$ cat src/rtl/seq_detector_prog_if.sv
// -----------------------------------------------------------------------------
// seq_detector_prog_if
//   Bundles the configuration, serial data and status signals of the
//   programmable sequence detector into a single port.
//
//   Parameters
//     MAX_LEN : longest supported pattern in bits
//     CNT_W   : width of the saturating match counter
//     LEN_W   : width of cfg_len, derived from MAX_LEN
//
//   Signals (direction seen from the detector, i.e. the slave modport)
//     cfg_load    in   latch cfg_pattern / cfg_len / cfg_overlap this cycle
//     cfg_pattern in   pattern, bit cfg_len-1 arrives first, bit 0 last
//     cfg_len     in   pattern length, legal range 1..MAX_LEN
//     cfg_overlap in   1 = overlapping detection, 0 = non-overlapping
//     in_valid    in   qualifies the serial bit
//     in          in   serial data bit
//     count_clr   in   synchronous clear of match_count
//     out         out  registered one-cycle match pulse
//     match_count out  saturating number of matches
//     cfg_err     out  last cfg_load carried an illegal length
//     running     out  detector is in RUN state
//
//   Modports
//     master : the stream / configuration source
//     slave  : the detector itself
// -----------------------------------------------------------------------------
interface seq_detector_prog_if #(
   parameter int MAX_LEN = 8,
   parameter int CNT_W   = 8
);
   localparam int LEN_W = $clog2(MAX_LEN + 1);

   logic               cfg_load;
   logic [MAX_LEN-1:0] cfg_pattern;
   logic [LEN_W-1:0]   cfg_len;
   logic               cfg_overlap;
   logic               in_valid;
   logic               in;
   logic               count_clr;
   logic               out;
   logic [CNT_W-1:0]   match_count;
   logic               cfg_err;
   logic               running;

   modport master (
      output cfg_load, cfg_pattern, cfg_len, cfg_overlap,
      output in_valid, in, count_clr,
      input  out, match_count, cfg_err, running
   );

   modport slave (
      input  cfg_load, cfg_pattern, cfg_len, cfg_overlap,
      input  in_valid, in, count_clr,
      output out, match_count, cfg_err, running
   );
endinterface

$ cat src/rtl/seq_detector_prog.sv
// -----------------------------------------------------------------------------
// seq_detector_prog
//   Programmable serial bit-sequence detector. A pattern of 1..MAX_LEN bits,
//   its length and the overlap mode are loaded at run time. Each valid input
//   bit is shifted into a history register; when the newest len bits equal the
//   stored pattern a registered one-cycle pulse is raised on out (visible the
//   cycle after the last pattern bit) and a saturating counter increments.
//
//   Ports
//     clk   : system clock, all state changes on the rising edge
//     reset : asynchronous active-low reset, clears everything to IDLE
//     sio   : seq_detector_prog_if.slave
//               cfg_load/cfg_pattern/cfg_len/cfg_overlap - configuration
//               in_valid/in                              - serial stream
//               count_clr                                - counter clear
//               out/match_count/cfg_err/running          - status
//
//   Priority (highest first): reset, cfg_load, data sampling.
//   count_clr is independent of the FSM and beats a same-cycle increment.
// -----------------------------------------------------------------------------
module seq_detector_prog #(
   parameter  int MAX_LEN = 8,
   parameter  int CNT_W   = 8,
   localparam int LEN_W   = $clog2(MAX_LEN + 1)
) (
   input  logic                    clk,
   input  logic                    reset,
   seq_detector_prog_if.slave      sio
);

   typedef enum logic {
      ST_IDLE = 1'b0,
      ST_RUN  = 1'b1
   } state_t;

   localparam logic [LEN_W-1:0] MAX_LEN_L = LEN_W'(MAX_LEN);
   localparam logic [LEN_W-1:0] ONE_L     = LEN_W'(1);
   localparam logic [CNT_W-1:0] CNT_MAX   = '1;

   // Architectural state
   state_t             state_reg;
   logic [MAX_LEN-1:0] history_reg;
   logic [LEN_W-1:0]   fill_reg;
   logic [MAX_LEN-1:0] pattern_reg;
   logic [LEN_W-1:0]   len_reg;
   logic               overlap_reg;
   logic               out_reg;
   logic [CNT_W-1:0]   count_reg;
   logic               cfg_err_reg;
   logic               running_reg;

   // Next-value / decode signals
   logic [MAX_LEN-1:0] history_next;
   logic [LEN_W-1:0]   fill_next;
   logic [MAX_LEN-1:0] len_mask;
   logic [MAX_LEN-1:0] diff_bits;
   logic               cfg_legal;
   logic               sample_en;
   logic               match_hit;

   // History as it will look after this bit is shifted in; the match is
   // evaluated on this value so the pulse lands on the same edge.
   assign history_next = {history_reg[MAX_LEN-2:0], sio.in};

   // Fill level saturates at MAX_LEN: once the shift register is full every
   // further bit keeps it full.
   assign fill_next = (fill_reg >= MAX_LEN_L) ? MAX_LEN_L : (fill_reg + ONE_L);

   // Only the lowest len_reg bit positions take part in the comparison;
   // bits above the configured length are don't-care.
   generate
      for (genvar gi = 0; gi < MAX_LEN; gi++) begin : g_len_mask
         localparam logic [LEN_W-1:0] POS = LEN_W'(gi);
         assign len_mask[gi] = (POS < len_reg);
      end
   endgenerate

   assign diff_bits = (history_next ^ pattern_reg) & len_mask;

   assign cfg_legal = (sio.cfg_len != '0) && (sio.cfg_len <= MAX_LEN_L);

   // A bit is consumed only in RUN, when valid, and not on a load cycle.
   assign sample_en = (state_reg == ST_RUN) && !sio.cfg_load && sio.in_valid;

   // Fill check ensures bits shifted in before a load (or discarded by a
   // non-overlap restart) can never complete a match.
   assign match_hit = sample_en && (fill_next >= len_reg) && (diff_bits == '0);

   always_ff @(posedge clk or negedge reset) begin
      if (!reset) begin
         state_reg   <= ST_IDLE;
         history_reg <= '0;
         fill_reg    <= '0;
         pattern_reg <= '0;
         len_reg     <= '0;
         overlap_reg <= 1'b0;
         out_reg     <= 1'b0;
         count_reg   <= '0;
         cfg_err_reg <= 1'b0;
         running_reg <= 1'b0;
      end else begin
         // Match counter: clear wins over a coincident increment.
         if (sio.count_clr) begin
            count_reg <= '0;
         end else if (match_hit && (count_reg != CNT_MAX)) begin
            count_reg <= count_reg + CNT_W'(1);
         end

         if (sio.cfg_load) begin
            // Every load restarts detection, legal or not.
            history_reg <= '0;
            fill_reg    <= '0;
            out_reg     <= 1'b0;
            if (cfg_legal) begin
               pattern_reg <= sio.cfg_pattern;
               len_reg     <= sio.cfg_len;
               overlap_reg <= sio.cfg_overlap;
               cfg_err_reg <= 1'b0;
               state_reg   <= ST_RUN;
               running_reg <= 1'b1;
            end else begin
               // Stored configuration is left as it was.
               cfg_err_reg <= 1'b1;
               state_reg   <= ST_IDLE;
               running_reg <= 1'b0;
            end
         end else begin
            case (state_reg)
               ST_IDLE: begin
                  out_reg <= 1'b0;
               end
               ST_RUN: begin
                  if (sio.in_valid) begin
                     history_reg <= history_next;
                     if (match_hit) begin
                        out_reg  <= 1'b1;
                        // Non-overlap: the next match needs len fresh bits.
                        fill_reg <= overlap_reg ? fill_next : '0;
                     end else begin
                        out_reg  <= 1'b0;
                        fill_reg <= fill_next;
                     end
                  end else begin
                     out_reg <= 1'b0;
                  end
               end
               default: begin
                  state_reg   <= ST_IDLE;
                  running_reg <= 1'b0;
                  out_reg     <= 1'b0;
               end
            endcase
         end
      end
   end

   assign sio.out         = out_reg;
   assign sio.match_count = count_reg;
   assign sio.cfg_err     = cfg_err_reg;
   assign sio.running     = running_reg;

endmodule

$ cat src/flat_wrapper.sv
// flat-port wrapper written by rule: the top's interface ports become plain ports
module seq_detector_prog_flat 
#(
   parameter  int MAX_LEN = 8,
   parameter  int CNT_W   = 8,
   localparam int LEN_W   = $clog2(MAX_LEN + 1)
)
  (clk, reset, sio_cfg_load, sio_cfg_pattern, sio_cfg_len, sio_cfg_overlap, sio_in_valid, sio_in, sio_count_clr, sio_out, sio_match_count, sio_cfg_err, sio_running);
  seq_detector_prog_if #(.MAX_LEN(MAX_LEN), .CNT_W(CNT_W)) sio_i ();
  input  logic clk;
  input  logic reset;
  input wire logic [$bits(sio_i.cfg_load)-1:0] sio_cfg_load;
  input wire logic [$bits(sio_i.cfg_pattern)-1:0] sio_cfg_pattern;
  input wire logic [$bits(sio_i.cfg_len)-1:0] sio_cfg_len;
  input wire logic [$bits(sio_i.cfg_overlap)-1:0] sio_cfg_overlap;
  input wire logic [$bits(sio_i.in_valid)-1:0] sio_in_valid;
  input wire logic [$bits(sio_i.in)-1:0] sio_in;
  input wire logic [$bits(sio_i.count_clr)-1:0] sio_count_clr;
  output wire logic [$bits(sio_i.out)-1:0] sio_out;
  output wire logic [$bits(sio_i.match_count)-1:0] sio_match_count;
  output wire logic [$bits(sio_i.cfg_err)-1:0] sio_cfg_err;
  output wire logic [$bits(sio_i.running)-1:0] sio_running;
  assign sio_i.cfg_load = sio_cfg_load;
  assign sio_i.cfg_pattern = sio_cfg_pattern;
  assign sio_i.cfg_len = sio_cfg_len;
  assign sio_i.cfg_overlap = sio_cfg_overlap;
  assign sio_i.in_valid = sio_in_valid;
  assign sio_i.in = sio_in;
  assign sio_i.count_clr = sio_count_clr;
  assign sio_out = sio_i.out;
  assign sio_match_count = sio_i.match_count;
  assign sio_cfg_err = sio_i.cfg_err;
  assign sio_running = sio_i.running;
  seq_detector_prog #(.MAX_LEN(MAX_LEN), .CNT_W(CNT_W)) u_core (.clk(clk), .reset(reset), .sio(sio_i));
endmodule
$ cat config.mk
export PLATFORM = sky130hd
export DESIGN_NAME = seq_detector_prog_flat
export DESIGN_NICKNAME = d
export VERILOG_FILES = /design/src/rtl/seq_detector_prog_if.sv /design/src/rtl/seq_detector_prog.sv /design/src/flat_wrapper.sv
export SDC_FILE = /design/constraint.sdc
export NUM_CORES = 1
export LEC_CHECK = 0
export BUFFER_PORTS_ARGS = -buffer_cell sky130_fd_sc_hd__buf_2
export CAP_MARGIN = 20
export CELL_PAD_IN_SITES_DETAIL_PLACEMENT = 0
export CELL_PAD_IN_SITES_GLOBAL_PLACEMENT = 1
export CORE_AREA = 2 2 85 67
export CTS_BUF_LIST = sky130_fd_sc_hd__clkbuf_16
export DETAILED_ROUTE_END_ITERATION = 16
export DIE_AREA = 0 0 87 69
export MAX_ROUTING_LAYER = met4
export PLACE_DENSITY_LB_ADDON = 0.1
export SLEW_MARGIN = 5
export SYNTH_ARGS = -nofsm -noshare
export SYNTH_HDL_FRONTEND = slang
export SYNTH_SLANG_ARGS = --single-unit
export TNS_END_PERCENT = 50
$ cat constraint.sdc
create_clock -name clk -period 3.25 [get_ports clk]
set_clock_uncertainty 0.2 [all_clocks]
set_input_delay 0.65 -clock clk [delete_from_list [all_inputs] [get_ports clk]]
set_output_delay 0.65 -clock clk [all_outputs]
set_load 0.01 [all_outputs]
==> tab_implementation.tex <==
\begin{tabular}{lr}
\hline
Metric & Value \\
\hline
\multicolumn{2}{l}{\textbf{Setup path}} \\
\quad Critical path peak fanout & 12 \\
\quad Worst setup path endpoint & u\_core.sio.match\_count[7]\$\_DFFE\_PN0P\_ \\
\quad Sort of element at the end of the critical path & flip-flop \\
\quad Critical Path Source Type & flip-flop \\
\quad Arrival @ worst endpoint & between 2 and 3 ns \\
\quad Internal reg-to-reg setup slack & between 0.3 and 0.4 ns \\
\quad Launch point of the critical path & u\_core.len\_reg[3]\$\_DFFE\_PN0P\_ \\
\quad Required time of the critical path & about 3.3 ns \\
\quad Reg2reg end & u\_core.sio.match\_count[7]\$\_DFFE\_PN0P\_ \\
\quad Count of cells along the worst register-to-register path & 6 \\
\quad Critical Setup Path Class & flip-flop to flip-flop \\
\quad Reg-to-reg critical path startpoint & u\_core.len\_reg[3]\$\_DFFE\_PN0P\_ \\
\multicolumn{2}{l}{\textbf{Flow run}} \\
\quad Maximum Capacitance Violations & 0 \\
\multicolumn{2}{l}{\textbf{Clocking}} \\
\quad Hold Buf Count CTS & 0 \\
\quad Clock root buffer & sky130\_fd\_sc\_hd\_\_clkbuf\_16 \\
\quad Clock buffer depth & 2 \\
\quad CTS tree & built \\
\quad Clock-pin slew on the worst setup and hold paths & 0.05 ns \\
\quad Number of buffers added by the clock tree synthesis step & 5 \\
\quad CTS-repair resized insts & 0 \\
\quad Clock latency on the worst-skew pair & $\sim$0.28 ns \\
\quad Post-CTS setup buffers & 0 \\
\quad CTS Sinks & 35 \\
\quad H-tree Lvls & 2 \\
\multicolumn{2}{l}{\textbf{Place}} \\
\quad Final GP Congestion & slightly above 0.7 \\
\quad Placed wire-length estimate & about 2.7 mm \\
\quad Quantity of I/O buffers inserted on ports & 29 \\
\quad Number of placed cells counting well taps & 242 \\
\multicolumn{2}{l}{\textbf{STA}} \\
\quad Minimum clock period after layout & $\sim$2.9 ns \\
\quad Transition time at the pin with the least slew margin & about 0.78 ns \\
\quad Worst slew slack as a fraction of its limit & 48.0\% \\
\quad Setup repair after global routing missed its margin & false \\
\quad Final worst path period share & around 90\% \\
\quad Achievable Freq & 0.351 GHz \\
\quad Sum of negative setup slack & 0 ns \\
\quad Slew Limit Fails & 0 \\
\quad Endpoints failing setup & 0 \\
\quad Final Hold Violating Endpoints & 0 \\
\multicolumn{2}{l}{\textbf{Cells and area}} \\
\quad Area growth from synthesis to layout & 19.5\% \\
\quad \# diodes & 0 \\
\quad Nets & about 210 \\
\quad Finished Layout Cells & 250 \\
\quad Layout cells sized above 1 & between 30 and 40\% \\
\multicolumn{2}{l}{\textbf{Synth}} \\
\quad Post-synth top area share & about half \\
\quad Count of mapped cells out of synthesis & between 150 and 200 \\
\quad Most frequent cells after synthesis & sky130\_fd\_sc\_hd\_\_dfrtp\_1 (35), sky130\_fd\_sc\_hd\_\_mux2\_2 (12), sky130\_fd\_sc\_hd\_\_a22o\_1 (10) \\
\quad Warning count from the yosys run & 0 \\
\quad Count of unique library cells instantiated by Yosys & a little over 40 \\
\quad Flip-flop and latch count after synthesis & 35 \\
\quad Most area-hungry cell type in the Yosys netlist & sky130\_fd\_sc\_hd\_\_dfrtp\_1 \\
\quad Post-synth EDFFs & 0 \\
\quad Predominant post-synthesis flop cell & sky130\_fd\_sc\_hd\_\_dfrtp\_1 \\
\quad Top cells by area in the synthesized netlist & sky130\_fd\_sc\_hd\_\_dfrtp\_1 (50\%), sky130\_fd\_sc\_hd\_\_mux2\_2 (7.7\%), sky130\_fd\_sc\_hd\_\_a22o\_1 (5.0\%) \\
\quad Sequential share of the synthesized area & roughly half \\
\quad Most common cell in the synthesized netlist & sky130\_fd\_sc\_hd\_\_dfrtp\_1 \\
\quad Syn\_nets & 180 \\
\quad Synthesized area divided by synthesized cell count & about 11 sq um \\
\quad Async set-reset flop share out of synthesis & 100\% \\
\quad Cell Area, Synth & between 1500 and 2000 sq um \\
\multicolumn{2}{l}{\textbf{Global route}} \\
\quad Pin count of the biggest net entering global routing & 36 \\
\quad Global route total overflow & 0 \\
\quad Number of antenna violations at the first check in global routing & 0 \\
\quad Via count of the first global-routing pass & 1323 \\
\quad Wire length of the first global-routing pass & around 6.5 mm \\
\quad Global-route usage over all layers & between 10\% and 20\% \\
\multicolumn{2}{l}{\textbf{Detailed routing}} \\
\quad DRC viols & 0 \\
\quad Detailed-routing iteration count for the pre-antenna-repair pass & 4 \\
\quad Vias per Instance & 5.04 \\
\quad Detailed-route wire length per cell & roughly 15 um \\
\quad Detailed-route wire length & approximately 3.7 mm \\
\quad Initial DRC count & between 60 and 70 \\
\quad Number of vias in the routed layout & 1261 \\
\quad Post-route antenna net violation count & 0 \\
\multicolumn{2}{l}{\textbf{Die}} \\
\quad Die Span X & between 80 and 90 um \\
\quad Number of cell rows & 23 \\
\quad Floorplan Core Area & 5150 sq um \\
\quad Initial standard-cell utilization of the core & 34.1\% \\
\quad Die Y-Extent & slightly below 70 um \\
\quad Die area & between 6000 and 7000 sq um \\
\quad Count of pins on the block boundary & 30 \\
\multicolumn{2}{l}{\textbf{Status}} \\
\quad Result of the run & complete, no violations \\
\multicolumn{2}{l}{\textbf{Pwr}} \\
\quad Power share of the combinational group & 13.2\% \\
\quad Leakage Power & 0.000981 uW \\
\quad Switching pwr & 274 uW \\
\quad Sequential share of power & between 40\% and 50\% \\
\quad Fraction of power spent switching nets & roughly 25\% \\
\quad IR drop worst, VDD & $\sim$0.00022 V \\
\quad Power density over the cells & approximately 530 nW/um\^{}2 \\
\quad Internal power & around 830 uW \\
\quad Part of the power in the clock network & around two fifths \\
\multicolumn{2}{l}{\textbf{Min path}} \\
\quad Class of the worst hold path & input port to asynchronous set/reset pin \\
\hline
\end{tabular}
-- worst max-delay path, cell delays in order, from the launching register on --
cell	delay, ns
sky130_fd_sc_hd__dfrtp_1	0.49
sky130_fd_sc_hd__or4_1	0.54
sky130_fd_sc_hd__a222oi_1	0.38
sky130_fd_sc_hd__and4bb_1	0.31
sky130_fd_sc_hd__nand3_2	0.22
sky130_fd_sc_hd__or3_2	0.50
sky130_fd_sc_hd__a21oi_1	0.14
-- placed cells by master (no fill, tap or decap), types with 2 or more instances in the layout --
cell type	n
sky130_fd_sc_hd__dfrtp_1	35
sky130_fd_sc_hd__buf_2	29
sky130_fd_sc_hd__mux2_2	12
sky130_fd_sc_hd__a22o_1	10
sky130_fd_sc_hd__a21oi_1	9
sky130_fd_sc_hd__inv_1	8
sky130_fd_sc_hd__o21ai_0	8
sky130_fd_sc_hd__xnor2_1	7
sky130_fd_sc_hd__nand2_1	7
sky130_fd_sc_hd__ha_1	7
sky130_fd_sc_hd__nor2_1	5
sky130_fd_sc_hd__xor2_1	5
sky130_fd_sc_hd__clkbuf_16	5
sky130_fd_sc_hd__or3_1	4
sky130_fd_sc_hd__o22ai_1	3
sky130_fd_sc_hd__o21a_1	3
sky130_fd_sc_hd__nand3_1	3
sky130_fd_sc_hd__or2_2	2
sky130_fd_sc_hd__nor3_1	2
sky130_fd_sc_hd__and4_1	2
sky130_fd_sc_hd__buf_4	2
-- cells by family after synthesis --
family          after synthesis  synth area share [%]
compound gates               38                  14.8
simple gates                 37                  12.5
flops                        35                  49.9
mux                          13                  8.27
xor+xnor                     12                  5.99
buf+inv                      12                  3.57
fa+ha+maj                     7                  4.99
-- layer usage --
metal | global-route usage, % | wire length, um
met1 | 19.0 | 1830
met2 | 20.3 | 1650
met3 | 3.83 | 134
met4 | 6.77 | 81
met5 | - | 0
-- how the worst min path moves through the flow --
stage,start,to,slack [ns],depth (start not counted)
2_1_floorplan,reset,u_core.fill_reg[0]$_DFFE_PN0P_,0.15,0
3_3_place_gp,u_core.sio.cfg_err$_DFFE_PN0P_,u_core.sio.cfg_err$_DFFE_PN0P_,0.25,1
3_5_place_dp,u_core.sio.cfg_err$_DFFE_PN0P_,u_core.sio.cfg_err$_DFFE_PN0P_,0.27,1
4_1_cts,reset,u_core.pattern_reg[0]$_DFFE_PN0P_,0.28,1
5_1_grt,u_core.sio.cfg_err$_DFFE_PN0P_,u_core.sio.cfg_err$_DFFE_PN0P_,0.29,1
6_report,reset,u_core.pattern_reg[0]$_DFFE_PN0P_,0.25,1
-- cell type report --
cell class                      instances  area [sq um]
Multi-Input combinational cell        107           816
Inverter                                7          26.3
Sequential cell                        35           876
Tap cell                               62          77.6
Timing Repair Buffer                   31           160
Fill cell                             516          3050
Clock inverter                          3          16.3
Clock buffer                            5           125
-- power by group through the flow --
stage                     Sequential (uW)  Combinational, uW  Clock (uW)
final                                 505                145         452
after global routing                  510                165         494
after CTS                             505                149         470
after detailed placement              512                148           0
after global placement                511                146           0
after floorplan                       503                102           0
-- through the flow --
stage | hold WS [ns] | total power, uW | util, % | instance area, sq um | setup slack, ns
3_5_place_dp | 0.269 | 660 | 38.0 | 1960 | 0.422
6_report | 0.251 | 1100 | 40.7 | 2100 | 0.400
4_1_cts | 0.284 | 1120 | 40.7 | 2100 | 0.402
5_1_grt | 0.291 | 1170 | 40.7 | 2100 | 0.164
3_3_place_gp | 0.255 | 657 | 38.0 | 1960 | 0.404
2_1_floorplan | 0.154 | 605 | - | 1750 | 0.678
Power figures use the tool's default switching activity.
